$ cat config.mk
export PLATFORM = sky130hd
export DESIGN_NAME = uart_tx_arbiter
export DESIGN_NICKNAME = d
export VERILOG_FILES = /design/src/rtl/uart_tx_arbiter.sv
export SDC_FILE = /design/constraint.sdc
export NUM_CORES = 1
export LEC_CHECK = 0
export CAP_MARGIN = 10
export CORE_AREA = 10 10 102 104
export CTS_BUF_LIST = sky130_fd_sc_hd__clkbuf_8
export DETAILED_ROUTE_END_ITERATION = 7
export DIE_AREA = 0 0 112 114
export GPL_ROUTABILITY_DRIVEN = 0
export SYNTH_ARGS = -nofsm -noshare
export SYNTH_HDL_FRONTEND = slang
export SYNTH_SLANG_ARGS = --single-unit
$ cat constraint.sdc
create_clock -name clk -period 2.95 [get_ports clk]
set_clock_uncertainty 0.1 [all_clocks]
set_input_delay 0.59 -clock clk [delete_from_list [all_inputs] [get_ports clk]]
set_output_delay 0.59 -clock clk [all_outputs]
set_load 0.03 [all_outputs]
$ cat src/rtl/uart_tx_arbiter.sv
// uart_tx_arbiter: round-robin packet arbiter from N_REQ byte streams (in_data/in_valid/in_last -> in_ready) onto one tx_data/tx_valid/tx_ready register, with grant_id/busy status and a timeout_err pulse when a stalled lock is aborted
module uart_tx_arbiter #(
  parameter int N_REQ = 4,
  parameter int GRANT_W = 2,
  parameter int TIMEOUT_CYCLES = 65535
) (
  input  logic                 clk,
  input  logic                 resetn,
  input  logic [8*N_REQ-1:0]   in_data,
  input  logic [N_REQ-1:0]     in_valid,
  input  logic [N_REQ-1:0]     in_last,
  output logic [N_REQ-1:0]     in_ready,
  output logic [7:0]           tx_data,
  output logic                 tx_valid,
  input  logic                 tx_ready,
  output logic [GRANT_W-1:0]   grant_id,
  output logic                 busy,
  output logic                 timeout_err
);
  typedef enum logic {ARB, LOCK} state_t;
  localparam logic [16:0] LIM = 17'(TIMEOUT_CYCLES - 1);
  state_t state_q, state_d;
  logic [GRANT_W-1:0] grant_q, grant_d, ptr_q, ptr_d, sel;
  logic [7:0] tx_data_q, tx_data_d;
  logic tx_valid_q, tx_valid_d, terr_q, terr_d;
  logic [15:0] cnt_q, cnt_d;
  logic [N_REQ-1:0] rot, v_sh, l_sh;
  logic [2*N_REQ-1:0] dbl;
  logic acc, free;
  int off, pick;
  always_comb begin
    dbl = {in_valid, in_valid};
    rot = N_REQ'(dbl >> (int'(ptr_q) + 1));
    off = 0;
    for (int j = N_REQ - 1; j >= 0; j--) if (rot[j]) off = j;
    pick = int'(ptr_q) + 1 + off;
    pick = pick >= N_REQ ? pick - N_REQ : pick;
    sel = GRANT_W'(pick);
  end
  assign v_sh = in_valid >> grant_q;
  assign l_sh = in_last >> grant_q;
  assign free = !tx_valid_q || tx_ready;
  assign acc = state_q == LOCK && free && v_sh[0];
  assign in_ready = (state_q == LOCK && free) ? N_REQ'(1) << grant_q : '0;
  assign tx_data_d = acc ? 8'(in_data >> {grant_q, 3'b000}) : tx_data_q;
  assign tx_valid_d = acc || (tx_valid_q && !tx_ready);
  always_comb begin
    state_d = state_q;
    grant_d = grant_q;
    ptr_d = ptr_q;
    cnt_d = cnt_q;
    terr_d = 1'b0;
    if (state_q == ARB) begin
      if (|in_valid) begin
        state_d = LOCK;
        grant_d = sel;
        ptr_d = sel;
        cnt_d = '0;
      end
    end else if (acc) begin
      cnt_d = '0;
      state_d = l_sh[0] ? ARB : LOCK;
    end else if (!v_sh[0] && TIMEOUT_CYCLES != 0) begin
      // fire on the stall that would bring the counter to TIMEOUT_CYCLES-1
      if ({1'b0, cnt_q} + 17'd1 >= LIM) begin
        terr_d = 1'b1;
        state_d = ARB;
        cnt_d = '0;
      end else cnt_d = cnt_q + 16'd1;
    end
  end
  always_ff @(posedge clk) begin
    if (!resetn) begin
      state_q <= ARB;
      grant_q <= '0;
      ptr_q <= GRANT_W'(N_REQ - 1);
      tx_data_q <= '0;
      tx_valid_q <= 1'b0;
      terr_q <= 1'b0;
      cnt_q <= '0;
    end else begin
      state_q <= state_d;
      grant_q <= grant_d;
      ptr_q <= ptr_d;
      tx_data_q <= tx_data_d;
      tx_valid_q <= tx_valid_d;
      terr_q <= terr_d;
      cnt_q <= cnt_d;
    end
  end
  assign tx_data = tx_data_q;
  assign tx_valid = tx_valid_q;
  assign grant_id = grant_q;
  assign busy = state_q == LOCK;
  assign timeout_err = terr_q;
endmodule

==> impl_results.md, run 1 <==
* Hold Slack at around 0.36 ns
* Post-CTS setup buffers at 0
* Post-Route WL at 5.85 mm
* Layout cell share with drive strength beyond 1 at approximately 14%
* Placed instance area at between 0.002 and 0.003 mm^2
* Largest net degree at the start of global routing at 18
* CP Data Required Time at roughly 3 ns
* Switching part of the total at 33.0%
* Commonest non-fill, non-tap cells in the layout: clkdlybuf4s50_1 (55), nand2_1 (44), dfxtp_1 (31), a21oi_1 (19), nor2_1 (18)
* I/O pins at 60
* Crit path kind: reg -> reg
* CTS Buf Count at 5
* Ys async rst share at 0%
* Syn_nets at 299
* LEAKAGE at 0.934 nW
* Worst reg-to-reg setup slack at 0.43 ns
* Final Max Slew Viols at 0
* N_diodes at 0
* Post-route ant nets at 0
* WP data arrival at 2.58 ns
* Crit. End Element: flip-flop
* Number of max-cap violations at 0
* Via density at 4.81
* Worst-Margin Slew at 0.687 ns
* Vias at 2028
* EDFF count, synth at 0
* R2R Path Start: cnt_q[0]
* Largest stage delay, worst path at between 0.6 and 0.7 ns
* Family with the most delay on the worst path: simple AND/OR/NAND/NOR gates
* Num rows at 34
* First-pass GRT wire length at between 10 and 15 mm
* Post-Synth Simple-Gate Area at a little under a third
* Status: finished, final reports clean
* Final setup vio count at 0
* Drt drc at 0
* Final hold violations at 0
* Drt first pass iters at 4
* Core area at ~0.0085 mm^2
* Die Footprint at approximately 0.013 mm^2
* Worst r2r dst: cnt_q[4]
* Starting Density at 24.2%
* Clk pwr share at between 20% and 30%
* RSZ-0062 raised after global routing: no
* #FFs+latches synth at 31
* Yosys warning total at 0
* CTS H-tree depth at 2
* Dpl hpwl at around 4.6 mm
* Clk Latency, worst-skew pair at between 0.2 and 0.3 ns
* Initial DRC Count at between 90 and 100
* Hold_buf cts at 0
* Mapped Area at a little over 0.002 mm^2
* Finished Layout Cells at roughly 420
* Slew HR at a little over half
* Reg area at roughly 620 um^2
* Critical path cell sequence: ha_1 > nand3_2 > nor3_2 > xnor2_1 > or4_4 > nand4_4 > o21ai_0
* Post-cts sizing count at 0
* Placed Instances at roughly 410
* Post-Synth XOR/XNOR Area at under 10%
* Sequential power share at between 30% and 40%
* CTS root buf: clkbuf_8
* Net Sw Power at between 0.4 and 0.5 mW
* CTS tree: built
* Post-Syn Instances at between 200 and 300
* Final Cell Area at roughly 0.0029 mm^2
* Die height at 114 um
* Layout area overhead at 39.4%
* Setup TNS at 0 ns
* Reg2reg path depth at 7
* Clk buf depth at 2
* Final critical-path setup slack at about 0.43 ns
* Clock sinks at 31
* GRT Util Overall at a little over 9%
* Placement Setup Slack at around 0.15 ns
* Peak supply drop at roughly 160 uV
* Fin crit period at 2.52 ns
* Final nets at around 360
* Commonest non-fill, non-tap cell in the layout: clkdlybuf4s50_1
* Pwr/cell area at 429 mW/mm^2
* Cell variety after synth at around 50
* Area of the multi-input gates at 0.00131 mm^2
* I/O Buffers at ~60
* Sequential area share after synthesis at between 30% and 40%
* Fin crit share at about 85%
* Worst Min Path Start: tx_data[6]
* Post-synthesis mux area share at a little over a tenth
* WHS Path Cells at 2
* Worst min path class: reg -> reg
* Combinational family with the most area after synthesis: simple AND/OR/NAND/NOR gates
* Overall Power at approximately 1.2 mW
* Die W at between 100 and 150 um
* Part of the power in combinational logic at between 30 and 40%
* GRT Residual Overflow at 0
* DR WL/cell at about 14 um
* Int Pwr at 0.821 mW
* Buf/Inv on CP at 0
* Synthesized area per cell at 8.11 um^2
* Worst path slowest cell: or4_4
* Adder-Cell Fraction of Synth Area at under 10%
* Initial antenna violation count at 0
* Hold endpoint: tx_data[6]
* CP Max Fanout at 10
* Worst setup SP type: flip-flop
* Compound-Gate Fraction of Synth Area at approximately 17%
* Synth Flop Type: dfxtp_1
* Vias in the first global route at 2105
* Max Freq at between 0.3 and 0.4 GHz
* Fillcell total at ~860
* Post-route core utilization at between 30% and 40%
* Clock transition at the registers of the reported paths at roughly 0.070 ns
## cell usage after synthesis (all sizes together), types with 3 or more instances
| master | number | area, um^2 |
|---|---|---|
| nor2b | 3 | 18.8 |
| a21oi | 19 | 95.1 |
| o21a | 4 | 30.0 |
| dfxtp | 31 | 621 |
| nand4 | 8 | 83.8 |
| ha | 3 | 37.5 |
| or4 | 5 | 41.3 |
| o21ai | 17 | 85.1 |
| inv | 9 | 33.8 |
| clkbuf | 12 | 45.0 |
| nor3 | 9 | 50.1 |
| a311oi | 5 | 43.8 |
| and3 | 3 | 18.8 |
| nand2b | 3 | 18.8 |
| mux4 | 10 | 225 |
| buf | 6 | 38.8 |
| nand2 | 44 | 165 |
| xnor2 | 7 | 61.3 |
| nand3 | 9 | 55.1 |
| nor4 | 7 | 50.1 |
| nor2 | 18 | 67.6 |
## per-layer routing
| layer | share of wire (%) | GRT usage, % | vias to the layer above |
|---|---|---|---|
| li1 | - | - | 1043 |
| met1 | 44 | 10.9 | 928 |
| met2 | 48 | 15.4 | 55 |
| met3 | 6.9 | 3.04 | 2 |
| met4 | 0.72 | 3.55 | 0 |
| met5 | 0 | 0 | - |
## kinds of logic after synthesis
logic type / count (synthesis)
mux: 10
xor+xnor: 8
fa+ha+maj: 3
simple gates: 116
compound gates: 57
flops: 31
buf+inv: 28
## sequential cells by signal, summed over array words and instances, names as in the netlist
name         cells
tx_data          8
grant_id         2
timeout_err      1
cnt_q           16
tx_valid         1
busy             1
ptr_q            2
## power by group through the flow
stage / Clock (mW) / Sequential (mW) / Combinational [mW]
final: 0.327 / 0.474 / 0.424
after global routing: 0.358 / 0.480 / 0.469
after CTS: 0.339 / 0.475 / 0.431
after detailed placement: 0 / 0.484 / 0.428
after global placement: 0 / 0.483 / 0.426
after floorplan: 0 / 0.513 / 0.231
## area by class of cell
class,instances,share of cell area [%]
Multi-Input combinational cell,194,45.8
Sequential cell,31,21.7
Inverter,10,1.31
Tap cell,108,4.73
Clock inverter,3,0.569
Timing Repair Buffer,71,23.5
Clock buffer,5,2.41
## worst reg2reg max path, stage by stage, from the launching register on
cell and delay (ns):
dfxtp_1 0.43, ha_1 0.27, nand3_2 0.19, nor3_2 0.37, xnor2_1 0.13, or4_4 0.63, nand4_4 0.18, o21ai_0 0.10
## worst max-delay path by stage
| stage | from | end | slack, ns | cells past startpoint |
|---|---|---|---|---|
| after floorplan | grant_id[0] | in_ready[1] | 0.45 | 4 |
| after global placement | in_valid[2] | ptr_q[1] | 0.21 | 9 |
| after detailed placement | in_valid[1] | cnt_q[7] | 0.15 | 8 |
| after CTS | cnt_q[0] | cnt_q[4] | 0.41 | 7 |
| after global routing | in_valid[1] | cnt_q[9] | 0.25 | 8 |
| final | cnt_q[0] | cnt_q[4] | 0.43 | 7 |
Power figures use the tool's default switching activity.
==> run 2, diff against run 1 <==
==> constraint.sdc (replaced) <==
create_clock -name clk -period 2.05 [get_ports clk]
set_clock_uncertainty 0.1 [all_clocks]
set_input_delay 0.41 -clock clk [delete_from_list [all_inputs] [get_ports clk]]
set_output_delay 0.41 -clock clk [all_outputs]
set_load 0.03 [all_outputs]
==> impl_results.md, run 2 (synthesis gave the netlist of run 1 again) <==
* Largest net degree at the start of global routing at 16 (-2)
* Vias at 2228 (+9.9%)
* Largest Register: cnt_q
* Fin crit period at 2.23 ns (-0.288 ns)
* Layout cell share with drive strength beyond 1 at 36.1% (+22 points)
* Core area at 0.00847 mm^2 (unchanged)
* Die height at 114 um (unchanged)
* Post-Route WL at 6.60 mm (+13%)
* Worst reg-to-reg setup slack at -0.18 ns (-0.61 ns)
* CTS Buf Count at 5 (unchanged)
* Commonest non-fill, non-tap cells in the layout: clkdlybuf4s50_1 (49), buf_4 (49), nand2_1 (43), dfxtp_1 (22), a21oi_1 (19)
* First-pass GRT wire length at 11.0 mm (+8.3%)
* Number of max-cap violations at 0 (unchanged)
* Drt drc at 0 (unchanged)
* Largest register FFs at 16 (unchanged)
* LEAKAGE at 1.26 nW (+35%)
* Vias in the first global route at 2270 (+7.8%)
* Fin crit share at 109% (+23 points)
* Worst-Margin Slew at 0.350 ns (-0.337 ns)
* Clock transition at the registers of the reported paths at 0.07 ns (about the same)
* Post-route ant nets at 0 (unchanged)
* Layout area overhead at 69.5%
* CP Data Required Time at 2.14 ns (-0.87 ns)
* Initial antenna violation count at 0 (unchanged)
* Drt first pass iters at 4 (unchanged)
* CTS root buf: clkbuf_8
* Clock sinks at 31 (unchanged)
* Initial DRC Count at 98 (+6.5%)
* Critical path cell sequence: buf_12 > nand4_4 > or3_4 > xor2_4 > or4_4 > a211oi_2 > nor3_1
* Largest stage delay, worst path at 0.62 ns (about the same)
* Die Footprint at 0.0128 mm^2 (unchanged)
* Die W at 112 um (unchanged)
* Starting Density at 24.2% (unchanged)
* GRT Residual Overflow at 0 (unchanged)
* Worst setup SP type: flip-flop
* I/O Buffers at 59 (unchanged)
* Worst path slowest cell: or4_4
* Final critical-path setup slack at -0.182 ns (-0.612 ns)
* Placement Setup Slack at -0.441 ns (-0.588 ns)
* Slew HR at 76.6% (+23 points)
* DR WL/cell at 14.3 um (+2.9%)
* Buf/Inv on CP at 1 (+1)
* Final Max Slew Viols at 0 (unchanged)
* Peak supply drop at 309 uV (+90%)
* Via density at 4.81 (+0.13%)
* CTS H-tree depth at 2 (unchanged)
* Family with the most delay on the worst path: simple AND/OR/NAND/NOR gates
* Crit path kind: reg -> reg
* Worst min path class: reg -> reg
* Status: finished with violations
* N_diodes at 0 (unchanged)
* CTS tree: built
* Pwr/cell area at 554 mW/mm^2 (+29%)
* Hold_buf cts at 0 (unchanged)
* Post-route core utilization at 41.1% (+7.3 points)
* Clk Latency, worst-skew pair at 0.29 ns (about the same)
* RSZ-0062 raised after global routing: yes
* Crit. End Element: flip-flop
* Violated checks: negative setup slack
* I/O pins at 60 (unchanged)
* Num rows at 34 (unchanged)
* Final setup vio count at 18 (+18)
* Clk buf depth at 2 (unchanged)
* Dpl hpwl at 5.18 mm (+12%)
* Setup TNS at -2.03 ns (-2.03 ns)
* Final nets at 400 (+11%)
* Final hold violations at 0 (unchanged)
* CP Max Fanout at 5 (-5)
* WP data arrival at 2.32 ns (-0.26 ns)
* GRT Util Overall at 10.3% (+0.96 points)
* Max Freq at 0.448 GHz (+13%)
[run 2: cell types whose count changed in the layout (fill, tap and decap cells not counted), moves of 4 or more]
cell,delta
buf_4,+33
buf_6,+4
clkdlybuf4s50_1,-6
dfxtp_1,-9
dfxtp_2,+6
dlygate4sd2_1,+5
o21ai_0,-8
o21ai_2,+7
[run 2: path summary, 6_finish.rpt]
| check | startpoint | cells after the start | end |
|---|---|---|---|
| hold / removal | tx_data[7] | 2 | tx_data[7] |
| setup reg to reg | cnt_q[1] | 7 | busy |
| setup / recovery | cnt_q[1] | 7 | busy |
| hold reg to reg | tx_data[7] | 2 | tx_data[7] |
[run 2: metal layers]
metal	wire [um]	GRT usage, %
met1	2780	11.5
met2	3380	17.8
met3	302	2.89
met4	147	4.40
met5	0	0
[run 2: layout make-up]
class | count | area (um^2)
fill | 825 | 4990
tap | 108 | 135
sequential | 31 | 639
timing repair buffer | 111 | 1030
inverter | 10 | 37.5
multi-input combinational | 195 | 1530
clock buffer | 7 | 96.3
clock inverter | 1 | 7.51
[run 2: tightest hold or removal path: stages, from the launching register on]
cell and delay (ns):
dfxtp_1 0.31, nand2_1 0.05, a21oi_1 0.05
[run 2: repair_timing]
action	CTS	global route
gates resized for setup	26	20
cloned	2	0
pin swaps	9	7
setup buffers	3	0
endpoints found under the setup margin	25	22
[run 2: stage by stage]
step / total power [mW] / instance area [um^2] / hold WS, ns / instances
2_1_floorplan: 1.09 / 2160 / 0.377 / 253
3_3_place_gp: 1.36 / 3160 / 0.342 / 450
3_5_place_dp: 1.37 / 3160 / 0.348 / 450
6_report: 1.93 / 3480 / 0.357 / 463
4_1_cts: 1.94 / 3400 / 0.358 / 463
5_1_grt: 2.04 / 3480 / 0.370 / 463
[run 2: report_power, final]
part           internal [mW]  switching (mW)  leakage (nW)  total (mW)
Combinational          0.352           0.340         0.957       0.692
Clock                  0.305           0.246        0.0505       0.551
Sequential             0.643          0.0403         0.256       0.683
